===== config.mk =====
export PLATFORM = sky130hd
export DESIGN_NAME = vga_timing_gen
export DESIGN_NICKNAME = d
export VERILOG_FILES = /design/src/rtl/vga_timing_gen.sv
export SDC_FILE = /design/constraint.sdc
export NUM_CORES = 1
export LEC_CHECK = 0
export BUFFER_PORTS_ARGS = -buffer_cell sky130_fd_sc_hd__buf_2
export CAP_MARGIN = 25
export CORE_MARGIN = 2
export CORE_UTILIZATION = 30
export DETAILED_ROUTE_END_ITERATION = 12
export PLACE_DENSITY = 0.5
export SLEW_MARGIN = 25
export SYNTH_ARGS = -nofsm -noshare
export SYNTH_HDL_FRONTEND = slang
export SYNTH_SLANG_ARGS = --single-unit

===== constraint.sdc =====
create_clock -name clk -period 2.7 [get_ports clk]
set_input_delay 0.405 -clock clk [delete_from_list [all_inputs] [get_ports clk]]
set_output_delay 0.405 -clock clk [all_outputs]
set_load 0.005 [all_outputs]

===== src/rtl/vga_timing_gen.sv =====
// VGA timing generator for the Pong renderer and game logic.
// Produces the pixel counters, sync pulses and active-video flag, the
// line/frame strobes and a slow game tick. Everything runs on clk.
module vga_timing_gen #(
    parameter int H_ACTIVE    = 640,
    parameter int H_FP        = 16,
    parameter int H_SYNC      = 96,
    parameter int H_BP        = 48,
    parameter int V_ACTIVE    = 480,
    parameter int V_FP        = 10,
    parameter int V_SYNC      = 2,
    parameter int V_BP        = 33,
    parameter bit SYNC_POL    = 1'b0,
    parameter int PIX_DIV     = 1,
    parameter int TICK_FRAMES = 4
) (
    input  logic       clk,
    input  logic       rst,
    input  logic       en,
    output logic [9:0] pix_x,
    output logic [9:0] pix_y,
    output logic       display_on,
    output logic       hsync,
    output logic       vsync,
    output logic       pix_stb,
    output logic       line_start,
    output logic       frame_start,
    output logic       game_tick,
    output logic [5:0] frame_count
);

    localparam int H_TOTAL = H_ACTIVE + H_FP + H_SYNC + H_BP;
    localparam int V_TOTAL = V_ACTIVE + V_FP + V_SYNC + V_BP;

    localparam logic [9:0] H_LAST   = 10'(H_TOTAL - 1);
    localparam logic [9:0] V_LAST   = 10'(V_TOTAL - 1);
    localparam logic [9:0] H_VIS    = 10'(H_ACTIVE);
    localparam logic [9:0] V_VIS    = 10'(V_ACTIVE);
    localparam logic [9:0] HS_START = 10'(H_ACTIVE + H_FP);
    localparam logic [9:0] HS_END   = 10'(H_ACTIVE + H_FP + H_SYNC);
    localparam logic [9:0] VS_START = 10'(V_ACTIVE + V_FP);
    localparam logic [9:0] VS_END   = 10'(V_ACTIVE + V_FP + V_SYNC);
    localparam logic [1:0] DIV_LAST = 2'(PIX_DIV - 1);
    localparam logic [5:0] TICK_LAST = 6'(TICK_FRAMES - 1);

    // Strobe FSM: WRAP lasts exactly the one clk in which a wrap strobe is shown.
    typedef enum logic {
        S_IDLE = 1'b0,
        S_WRAP = 1'b1
    } strb_state_e;

    strb_state_e state_q, state_d;

    logic [1:0] div_q, div_d;
    logic [9:0] pix_x_q, pix_x_d;
    logic [9:0] pix_y_q, pix_y_d;
    logic [5:0] frame_count_q, frame_count_d;
    logic [5:0] tick_cnt_q, tick_cnt_d;
    logic       display_on_q, display_on_d;
    logic       hsync_q, hsync_d;
    logic       vsync_q, vsync_d;
    logic       pix_stb_q, pix_stb_d;
    logic       line_start_q, line_start_d;
    logic       frame_start_q, frame_start_d;
    logic       game_tick_q, game_tick_d;

    logic stb;
    logic x_wrap;
    logic y_wrap;
    logic wrap_ok;

    // Next-state logic: divider, counters, strobes and the decode of the new position.
    always_comb begin
        div_d         = div_q;
        pix_x_d       = pix_x_q;
        pix_y_d       = pix_y_q;
        frame_count_d = frame_count_q;
        tick_cnt_d    = tick_cnt_q;
        game_tick_d   = 1'b0;

        stb    = en && (div_q == DIV_LAST);
        x_wrap = (pix_x_q == H_LAST);
        y_wrap = (pix_y_q == V_LAST);

        if (en) begin
            div_d = (div_q == DIV_LAST) ? 2'd0 : div_q + 2'd1;
        end

        if (stb) begin
            if (x_wrap) begin
                pix_x_d = 10'd0;
                pix_y_d = y_wrap ? 10'd0 : pix_y_q + 10'd1;
            end else begin
                pix_x_d = pix_x_q + 10'd1;
            end
        end

        // A wrap strobe is only raised from IDLE, so it can never stretch.
        wrap_ok       = stb && x_wrap && (state_q == S_IDLE);
        state_d       = wrap_ok ? S_WRAP : S_IDLE;
        pix_stb_d     = stb;
        line_start_d  = wrap_ok;
        frame_start_d = wrap_ok && y_wrap;

        if (frame_start_d) begin
            frame_count_d = (frame_count_q == 6'd59) ? 6'd0 : frame_count_q + 6'd1;
            if (tick_cnt_q == TICK_LAST) begin
                tick_cnt_d  = 6'd0;
                game_tick_d = 1'b1;
            end else begin
                tick_cnt_d  = tick_cnt_q + 6'd1;
            end
        end

        // Decode from the next position so the flags line up with pix_x/pix_y.
        display_on_d = (pix_x_d < H_VIS) && (pix_y_d < V_VIS);
        hsync_d      = ((pix_x_d >= HS_START) && (pix_x_d < HS_END)) ? SYNC_POL : ~SYNC_POL;
        vsync_d      = ((pix_y_d >= VS_START) && (pix_y_d < VS_END)) ? SYNC_POL : ~SYNC_POL;
    end

    // Strobe FSM state register.
    always_ff @(posedge clk) begin
        if (rst) begin
            state_q <= S_IDLE;
        end else begin
            state_q <= state_d;
        end
    end

    // Counter and output registers.
    always_ff @(posedge clk) begin
        if (rst) begin
            div_q         <= 2'd0;
            pix_x_q       <= 10'd0;
            pix_y_q       <= 10'd0;
            frame_count_q <= 6'd0;
            tick_cnt_q    <= 6'd0;
            display_on_q  <= 1'b1;
            hsync_q       <= ~SYNC_POL;
            vsync_q       <= ~SYNC_POL;
            pix_stb_q     <= 1'b0;
            line_start_q  <= 1'b0;
            frame_start_q <= 1'b0;
            game_tick_q   <= 1'b0;
        end else begin
            div_q         <= div_d;
            pix_x_q       <= pix_x_d;
            pix_y_q       <= pix_y_d;
            frame_count_q <= frame_count_d;
            tick_cnt_q    <= tick_cnt_d;
            display_on_q  <= display_on_d;
            hsync_q       <= hsync_d;
            vsync_q       <= vsync_d;
            pix_stb_q     <= pix_stb_d;
            line_start_q  <= line_start_d;
            frame_start_q <= frame_start_d;
            game_tick_q   <= game_tick_d;
        end
    end

    assign pix_x       = pix_x_q;
    assign pix_y       = pix_y_q;
    assign display_on  = display_on_q;
    assign hsync       = hsync_q;
    assign vsync       = vsync_q;
    assign pix_stb     = pix_stb_q;
    assign line_start  = line_start_q;
    assign frame_start = frame_start_q;
    assign game_tick   = game_tick_q;
    assign frame_count = frame_count_q;

endmodule


== Word level (Yosys, flattened, before mapping) ==
Index checks and enable logic that the tools add are counted.

* Flip-flop bits (word level): 42
* Bits in latches: 0
* Bits in writable memories: 0
* ROM bits: 0
* Bits of input ports: 3
* Logic and storage cells: 51
* Memories: 0

* Add/sub/neg operators: 5
* Multipliers: 0
* Divide/modulo/power cells: 0
* Order comparisons: 6
* Eq/ne operators: 4
* Shift-type cells: 0
* Multiplexer cells: 12
* Bitwise gates (word level): 2
* Reductions and logical operators: 9

{| class="wikitable"
|+ Operators with widths
! operator !! count
|-
| $mux W10 || 5
|-
| $add A10 B1 Y10 const B || 2
|-
| $eq A10 B10 Y1 const B || 2
|-
| $lt A10 B10 Y1 const B || 2
|-
| $lt A10 B9 Y1 const B || 2
|-
| $add A6 B1 Y6 const B || 2
|-
| $mux W6 || 2
|-
| $ge A10 B10 Y1 const B || 1
|-
| $ge A10 B9 Y1 const B || 1
|-
| $logic_and A1 B1 Y1 || 7
|-
| $eq A6 B2 Y1 const B || 1
|-
| $eq A6 B6 Y1 const B || 1
|-
| $mux W1 || 4
|-
| $add A2 B1 Y2 const B || 1
|-
| $logic_not A2 Y1 || 1
|-
| $mux W2 || 1
|-
| $not A1 Y1 || 2
|-
| $reduce_or A2 Y1 || 1
|}

== Logic depth before layout (Yosys ltp) ==
Gate-level depths: netlist of the first run.

* Depth after elaboration: 7
* Depth in mapped cells: 10
* Gate-level depth less buffers: 7

== Least setup slack after synthesis of the first run ==
No wires, ideal clock.

* Path type: register to register
* Start point: register div_q[0]
* End point: register tick_cnt_q[5]
* Setup time: 0.070 ns
* Data arrival time: 2.408 ns
* Required time: 2.630 ns
* Setup slack: 0.222 ns
* Stages on the path, launching flop included: 10
* Clock period less this slack: 2.478 ns
* Path through: dfxtp_1 -> inv_1 -> ha_1 -> nand3_1 -> or4_1 -> clkbuf_2 -> or3_1 -> clkbuf_2 -> or4_1 -> a21oi_1

* Cells in the longest elaborated chain, start to end: 5

{| class="wikitable"
|+ RTL lines
! item !! RTL line !! text
|-
| start, declared || 54 || <nowiki>logic [1:0] div_q, div_d;</nowiki>
|-
| start signal, assigned || 146 || <nowiki>div_q <= div_d;</nowiki>
|-
| $logic_not A2 Y1 || 81 || <nowiki>stb = en && (div_q == DIV_LAST);</nowiki>
|-
| $logic_and A1 B1 Y1 || 81 ||
|-
| $logic_and A1 B1 Y1 (2 in a row) || 99 || <nowiki>wrap_ok = stb && x_wrap && (state_q == S_IDLE);</nowiki>
|-
| $logic_and A1 B1 Y1 || 103 || <nowiki>frame_start_d = wrap_ok && y_wrap;</nowiki>
|-
| end signal, assigned || 150 || <nowiki>tick_cnt_q <= tick_cnt_d;</nowiki>
|-
| end, declared || 58 || <nowiki>logic [5:0] tick_cnt_q, tick_cnt_d;</nowiki>
|}

Every way passes these cells.
A chain may end at the register's enable or synchronous reset.

== Worst setup path after layout of the first run ==
Same ends and word-level chain as after synthesis.

==> metrics.yaml, run 1 <==
status: "finished, final reports clean"
die_y_um: 86.0
reg2reg_slack_ps: 290
drt_iter0_markers: 131
boundaryPins: 36
finalSetupTns_ps: 0
placed_cell_area_sq_um: 2370
fillers: 672
area_growth_pct: 23.2
n_antenna_cell: 0
min_path_cells: 3
holdBufCountCts: 0
hp-class: "in -> reg"
fin_nets: 299
vias: 1887
synth_nets: 253
min-delay-start: "en"
postLayoutCoreUtil: 0.387
grt_pass1_vias: 1800
hold_viol: 0
crit_path_end_kind: "flip-flop"
critPathRequiredTime_ps: 2910
postLayoutSetupSlackWorst_ps: 286
netlist_area_sq_um: 2020
total_power_w: 0.00115
worstRegToRegCells: 7
ir_worst_vdd_uv: 204
portBuffers: 35
root_buffer: "clkbuf_8"
avgViaCountPerCell: 5.14
p_leak_nw: 0.953
synth_top_area_share: 0.406
syn_avg_cell_area_sq_um: 8.31
cp.arrival_ps: 2630
synthTopCellsByCount: "41 x dfxtp_1, 21 x a21oi_1, 19 x nand2_1, 19 x nand3_1"
slew_headroom: 0.520
finClkSkew_ps: 4.01
worst_pin_slew_ps: 719
drt-pass1-iter-count: 4
hold_end: "div_q[0]"
rsz0062_at_grt: "false"
cts.clk_slew.worst_paths_ps: 80
routabilityCongestion: 0.830
antenna_left: 0
cts_setup_buffers: 0
fmax_mhz: 414
finalCritPeriodShare: 0.894
synth_edf_count: 0
dp_worst_setup_slack_ps: 178
coreArea_sq_um: 6420
cts_buffer_depth: 2
start_kind: "flip-flop"
path_class: "reg -> reg"
timing.rr.end: "tick_cnt_q[5]"
synth_top_cell_by_area: "dfxtp_1"
htreeDepth: 2
hpwl_mm: 3.56
rows: 29
grt_max_degree: 38
synthTopCellsByArea: "dfxtp_1 41%, a21oi_1 5.2%, nand3_1 4.7%"
synth_cells: 243
overflow: 0
wl_per_cell_um: 13.5
drv_cap: 0
numCtsBuffers: 5
yosysSeqAreaShare: 0.406
synth_cell_type_count: 44
cts_resized: 0
critPathMaxFanout: 13
track_usage: 0.140
insertion_delay_ps: 290
drc: 0
synth-main-ff-cell: "dfxtp_1"
grt_pass1_wl_mm: 8.41
fin_area_sq_um: 2490
die_w_um: 86.0
antenna_found_initial: 0
finalWirelength_mm: 4.95
clock-sinks: 41
finalSetupViolations: 0
synthArstFlopShare: 0
worst_r2r_startpoint: "div_q[0]"
slew_violations: 0
ys.warnings.count: 0
layout-drive-gt1-share: 0.224
ys_ff_latch: 41
synth.most_common_cell: "dfxtp_1"
initial_core_util: 0.314
powerDensity_nw_per_um2: 464
die-area_sq_um: 7400
min_period_ps: 2410
cts_tree: "built"
-- area by class of cell --
cell class	count	area (sq um)	area share
inverter	13	48.8	0.0196
multi-input combinational	176	1100	0.443
timing repair buffer	52	303	0.122
tap	77	96.3	0.0387
sequential	41	821	0.330
clock inverter	1	30.0	0.0121
clock buffer	7	86.3	0.0347
-- cells in the final DEF, fill, tap and decap left out, types with 13 or more instances in the layout --
cell type and count:
nor3_1 14, buf_4 17, buf_2 35, a21oi_1 21, nand3_1 19, nand2_1 19
nor2_1 14, dfxtp_1 41, inv_1 13
-- where the power goes --
part	internal [W]	switching, W
Sequential	0.000608	0.00000400
Clock	0.000302	0.000212
Combinational	0.0000105	0.0000180
Total	0.000920	0.000234
-- critical path, stage by stage, from the launching register on --
cell     delay [ps]
dfxtp_1         310
inv_1            70
ha_1            200
nand3_1         110
or4_1           530
or3_4           450
or4_1           510
a21oi_1         140
-- flip-flops by register name, indices dropped and copies added, names as in the netlist --
signal       count
pix_x           10
pix_y           10
frame_count      6
tick_cnt_q       6
div_q            2
display_on       1
frame_start      1
game_tick        1
hsync            1
pix_stb          1
state_q          1
vsync            1
-- logic make-up (layout without fill, tap and decap cells) --
kind of cell               count (synthesis)  count (layout)  share of synthesized area
AOI/OAI and AO/OA                         49              49                      0.150
DFF                                       41              41                      0.406
muxes                                      3               3                     0.0149
and+or+nand+nor                          106             106                      0.288
buffers and inverters                     26              73                     0.0496
xor gates and xnor gates                  11              11                     0.0477
adders and majority gates                  7               7                     0.0434
-- per-stage QoR --
step                      std cells  hold WS, ps
after floorplan                 243          449
after global placement          359          465
after detailed placement        359          471
after CTS                       367          438
after global routing            367          460
final                           367          451
-- how the worst max path moves through the flow --
stage          startpoint       endpoint  slack (ps)  cells past startpoint
2_1_floorplan    div_q[0]  tick_cnt_q[5]         220                      9
3_3_place_gp     div_q[0]  tick_cnt_q[5]         210                      7
3_5_place_dp     div_q[0]  tick_cnt_q[5]         180                      7
4_1_cts          div_q[0]  tick_cnt_q[5]         150                      7
5_1_grt          div_q[0]     display_on          90                      8
6_report         div_q[0]  tick_cnt_q[5]         290                      7
-- routing by layer --
layer  vias up  routed length (um)  part of all wire  GRT usage
li1        977                   -                 -          -
met1       872                2430              0.49      0.182
met2        34                2300              0.47      0.233
met3         4                 167             0.034     0.0289
met4         0                  50             0.010     0.0418
met5         -                   0                 0          0
Note: power is estimated with default switching activity, not from simulation.
==> run 2: changes to the inputs <==
--- a/config.mk
+++ b/config.mk
@@ -10,7 +10,7 @@
 export CORE_MARGIN = 2
 export CORE_UTILIZATION = 30
 export DETAILED_ROUTE_END_ITERATION = 12
-export PLACE_DENSITY = 0.5
+export PLACE_DENSITY = 0.54
 export SLEW_MARGIN = 25
 export SYNTH_ARGS = -nofsm -noshare
 export SYNTH_HDL_FRONTEND = slang
==> metrics.yaml, run 2 (synthesis results as in run 1) <==
die_w_um: 86.0  # unchanged
start_kind: "flip-flop"  # unchanged
drv_cap: 0  # unchanged
cp.arrival_ps: 2670  # was 2630 ps
hpwl_mm: 3.57  # was 3.56 mm
overflow: 0  # unchanged
layout-drive-gt1-share: 0.219  # was 0.224
insertion_delay_ps: 290  # about the same
finalWirelength_mm: 5.01  # was 4.95 mm
p_leak_nw: 0.944  # was 0.953 nW
finClkSkew_ps: 3.78  # was 4.01 ps
clock-sinks: 41  # unchanged
cts_setup_buffers: 0  # unchanged
numCtsBuffers: 5  # unchanged
reg2reg_slack_ps: 250  # was 290 ps
hold_viol: 0  # unchanged
die-area_sq_um: 7400  # unchanged
boundaryPins: 36  # unchanged
crit_path_end_kind: "flip-flop"  # unchanged
dp.cells: 357  # was 359
coreArea_sq_um: 6420  # unchanged
timing.hold.ws_ps: 449  # was 451 ps
status: "finished with violations"  # was finished, final reports clean
rows: 29  # unchanged
area_growth_pct: 23.1  # was 23.2%
htreeDepth: 2  # unchanged
hp-class: "in -> reg"  # unchanged
finalCritPeriodShare: 0.907  # was 0.894
switching_share: 0.206  # was 0.203
avgViaCountPerCell: 5.29  # was 5.14
min_period_ps: 2450  # was 2410 ps
grt_pass1_vias: 1826  # was 1,800
p_comb_frac: 0.025  # about the same
fillers: 661  # was 672
endpoint: "tick_cnt_q[5]"  # unchanged
mostFrequentLayoutCell: "dfxtp_1"  # unchanged
startpoint: "div_q[0]"  # unchanged
powerDensity_nw_per_um2: 466  # was 464 nW/um^2
drc: 1  # was 0
grt_max_degree: 38  # unchanged
fmax_mhz: 408  # was 414 MHz
pwr-share-seq: 0.529  # was 0.530
timing.rr.end: "tick_cnt_q[5]"  # unchanged
drt-pass1-iter-count: 8  # was 4
routabilityCongestion: 0.804  # was 0.830
critPathRequiredTime_ps: 2920  # was 2910 ps
antenna_found_initial: 0  # unchanged
violations: "DRC"
slew_headroom: 0.514  # was 0.520
n_antenna_cell: 0  # unchanged
slew_violations: 0  # unchanged
cts.clk_slew.worst_paths_ps: 80  # about the same
initial_core_util: 0.314  # unchanged
cts_buffer_depth: 2  # unchanged
finalSetupViolations: 0  # unchanged
path_class: "reg -> reg"  # unchanged
postLayoutCoreUtil: 0.387  # about the same
worst_r2r_startpoint: "div_q[0]"  # unchanged
total_power_w: 0.00116  # was 0.00115 W
critPathMaxFanout: 13  # unchanged
wl_per_cell_um: 13.7  # was 13.5 um
worst_pin_slew_ps: 729  # was 719 ps
grt_pass1_wl_mm: 8.52  # was 8.41 mm
vias: 1931  # was 1,887
p_switching_w: 0.000238  # was 0.000234 W
worstRegToRegCells: 7  # unchanged
cts_tree: "built"  # unchanged
final_cell_mix: "41 x dfxtp_1, 35 x buf_2, 21 x a21oi_1"  # unchanged
internal-power_w: 0.000920  # about the same
ir_worst_vdd_uv: 176  # was 204 uV
finalSetupTns_ps: 0  # unchanged
root_buffer: "clkbuf_8"  # unchanged
die_y_um: 86.0  # unchanged
portBuffers: 35  # unchanged
fin_cells: 365  # was 367
fin_nets: 297  # was 299
track_usage: 0.144  # was 0.140
antenna_left: 0  # unchanged
drt_iter0_markers: 109  # was 131
rsz0062_at_grt: "false"  # unchanged
p_clk_frac: 0.446  # was 0.445
## run 2: cell types whose count changed in the layout (fill, tap and decap cells not counted)
cell	previous run	this run
buf_4	17	14
buf_12	0	1
## run 2: power groups by stage
stage	sequential (W)	combinational, W	clock (W)
2_1_floorplan	0.000626	0.0000175	0
3_3_place_gp	0.000626	0.0000300	0
3_5_place_dp	0.000626	0.0000295	0
4_1_cts	0.000612	0.0000297	0.000539
5_1_grt	0.000613	0.0000335	0.000565
6_report	0.000612	0.0000295	0.000517
## run 2: timing repair
item                                    4_1_cts  5_1_grt
gates resized for setup                       0        1
hold buffers                                  0        0
endpoints found under the hold margin         0        0
endpoints found under the setup margin        0        1
## run 2: area by class of cell
| class | count | area (sq um) | area share |
|---|---|---|---|
| Timing Repair Buffer | 50 | 300 | 0.121 |
| Multi-Input combinational cell | 176 | 1100 | 0.444 |
| Tap cell | 77 | 96.3 | 0.0388 |
| Clock buffer | 7 | 86.3 | 0.0347 |
| Sequential cell | 41 | 821 | 0.330 |
| Clock inverter | 1 | 30.0 | 0.0121 |
| Inverter | 13 | 48.8 | 0.0196 |
## run 2: worst max-delay path: stages, from the launching register on
cell     delay (ps)
dfxtp_1         310
inv_1            70
ha_1            210
nand3_1         110
or4_1           550
or3_4           460
or4_1           510
a21oi_1         160
## run 2: worst min-delay path by stage
stage             startpoint             to  slack [ps]  cells after the start
6_report                  en       div_q[0]         450                      3
5_1_grt                   en       div_q[1]         480                      3
4_1_cts                   en       div_q[0]         440                      3
3_5_place_dp   tick_cnt_q[1]  tick_cnt_q[1]         480                      2
3_3_place_gp   tick_cnt_q[1]  tick_cnt_q[1]         470                      2
2_1_floorplan  tick_cnt_q[1]  tick_cnt_q[1]         450                      2
## run 2: metal layers
layer	vias up	GRT usage	routed length, um
met3	5	0.0404	214
met5	-	0	0
met4	0	0.0476	43
li1	972	-	-
met2	36	0.236	2360
met1	918	0.182	2390
## run 2: metrics by stage
step,area (sq um),setup WS (ps)
6_report,2490,251
5_1_grt,2490,90.5
4_1_cts,2480,142
3_5_place_dp,2360,161
3_3_place_gp,2360,226
2_1_floorplan,2020,222
==> run 3: changes to the inputs <==
--- a/config.mk
+++ b/config.mk
@@ -11,6 +11,7 @@
 export CORE_UTILIZATION = 30
 export DETAILED_ROUTE_END_ITERATION = 12
 export PLACE_DENSITY = 0.54
+export REMOVE_ABC_BUFFERS = 1
 export SLEW_MARGIN = 25
 export SYNTH_ARGS = -nofsm -noshare
 export SYNTH_HDL_FRONTEND = slang
==> metrics.yaml, run 3 (synthesis results as in run 1) <==
status: "finished, final reports clean"  # was finished with violations
cts.clk_slew.worst_paths_ps: 80  # about the same
cts_setup_buffers: 0  # unchanged
multi_input_area_sq_um: 1100  # unchanged
placed_cell_area_sq_um: 2370  # was 2360 sq um
timing.hold.ws_ps: 439  # was 449 ps
rsz0062_at_grt: "false"  # unchanged
finClkSkew_ps: 6.07  # was 3.78 ps
fmax_mhz: 414  # was 408 MHz
drv_cap: 0  # unchanged
grt_max_degree: 38  # unchanged
wl_per_cell_um: 13.4  # was 13.7 um
min_period_ps: 2420  # was 2450 ps
final_cell_mix: "41 x dfxtp_1, 35 x buf_2, 21 x a21oi_1"  # unchanged
layout-drive-gt1-share: 0.228  # was 0.219
p_leak_nw: 0.952  # was 0.944 nW
fillers: 665  # was 661
numCtsBuffers: 5  # unchanged
holdBufCountCts: 0  # unchanged
finalCritPeriodShare: 0.896  # was 0.907
n_antenna_cell: 0  # unchanged
critPathRequiredTime_ps: 2930  # was 2920 ps
min-delay-start: "en"  # unchanged
finalSetupViolations: 0  # unchanged
initial_core_util: 0.314  # unchanged
fin_nets: 299  # was 297
cts_resized: 0  # unchanged
worst_r2r_startpoint: "div_q[0]"  # unchanged
grt_pass1_vias: 1667  # was 1,826
hp-class: "in -> reg"  # unchanged
area_growth_pct: 23.4  # was 23.1%
drc: 0  # was 1
portBuffers: 35  # unchanged
worst_pin_slew_ps: 690  # was 729 ps
seqCellArea_sq_um: 821  # unchanged
fin_area_sq_um: 2490  # about the same
hpwl_mm: 3.49  # was 3.57 mm
root_buffer: "clkbuf_8"  # unchanged
coreArea_sq_um: 6420  # unchanged
slew_headroom: 0.540  # was 0.514
avgViaCountPerCell: 5.20  # was 5.29
startpoint: "div_q[0]"  # unchanged
antenna_found_initial: 0  # unchanged
routabilityCongestion: 0.784  # was 0.804
rows: 29  # unchanged
crit_path_end_kind: "flip-flop"  # unchanged
drt-pass1-iter-count: 4  # was 8
slew_violations: 0  # unchanged
cp.arrival_ps: 2650  # was 2670 ps
powerDensity_nw_per_um2: 469  # was 466 nW/um^2
reg2reg_slack_ps: 280  # was 250 ps
boundaryPins: 36  # unchanged
track_usage: 0.134  # was 0.144
die-area_sq_um: 7400  # unchanged
mostFrequentLayoutCell: "dfxtp_1"  # unchanged
finalSetupTns_ps: 0  # unchanged
cts_tree: "built"  # unchanged
critPathMaxFanout: 13  # unchanged
antenna_left: 0  # unchanged
clock-sinks: 41  # unchanged
path_class: "reg -> reg"  # unchanged
htreeDepth: 2  # unchanged
drt_iter0_markers: 88  # was 109
start_kind: "flip-flop"  # unchanged
cts_buffer_depth: 2  # unchanged
insertion_delay_ps: 300  # was 290 ps
grt_pass1_wl_mm: 7.94  # was 8.52 mm
hold_viol: 0  # unchanged
finalWirelength_mm: 4.91  # was 5.01 mm
overflow: 0  # unchanged
vias: 1908  # was 1,931
die_w_um: 86.0  # unchanged
die_y_um: 86.0  # unchanged
ir_worst_vdd_uv: 258  # was 176 uV
run 3: critical path: stages (launching register included):
cell and delay (ps):
dfxtp_1 310, inv_1 70, ha_1 200, nand3_1 120
or4_1 540, or3_4 450, or4_1 520, a21oi_1 140
run 3: through the flow:
step / setup slack [ps] / power [W] / std cells / util
floorplan: 33.7 / 0.000637 / 230 / -
global placement: 200 / 0.000655 / 359 / 0.369
global route: 123 / 0.00121 / 367 / 0.388
detailed placement: 158 / 0.000655 / 359 / 0.369
CTS: 150 / 0.00119 / 367 / 0.387
finish: 282 / 0.00117 / 367 / 0.388
run 3: cell type report:
type / count / share of cell area
Multi-Input combinational cell: 176 / 0.443
Sequential cell: 41 / 0.329
Timing Repair Buffer: 52 / 0.121
Tap cell: 77 / 0.0387
Clock buffer: 6 / 0.0331
Inverter: 13 / 0.0196
Clock inverter: 2 / 0.0151
run 3: final timing paths:
path | to | cells after the start
setup / recovery | frame_count[5] | 7
hold / removal | div_q[1] | 3
hold reg to reg | tick_cnt_q[1] | 2
setup reg to reg | frame_count[5] | 7
run 3: report_power, final:
group	internal, W	leakage [nW]	switching, W
clock	0.000301	0.0574	0.000227
combinational	0.0000106	0.563	0.0000177
sequential	0.000608	0.331	0.00000402
total	0.000920	0.952	0.000249
run 3: routing by layer:
layer | track usage | vias up | part of all wire
li1 | - | 982 | -
met1 | 0.181 | 890 | 0.49
met2 | 0.207 | 26 | 0.46
met3 | 0.0260 | 10 | 0.029
met4 | 0.0548 | 0 | 0.017
met5 | 0 | - | 0
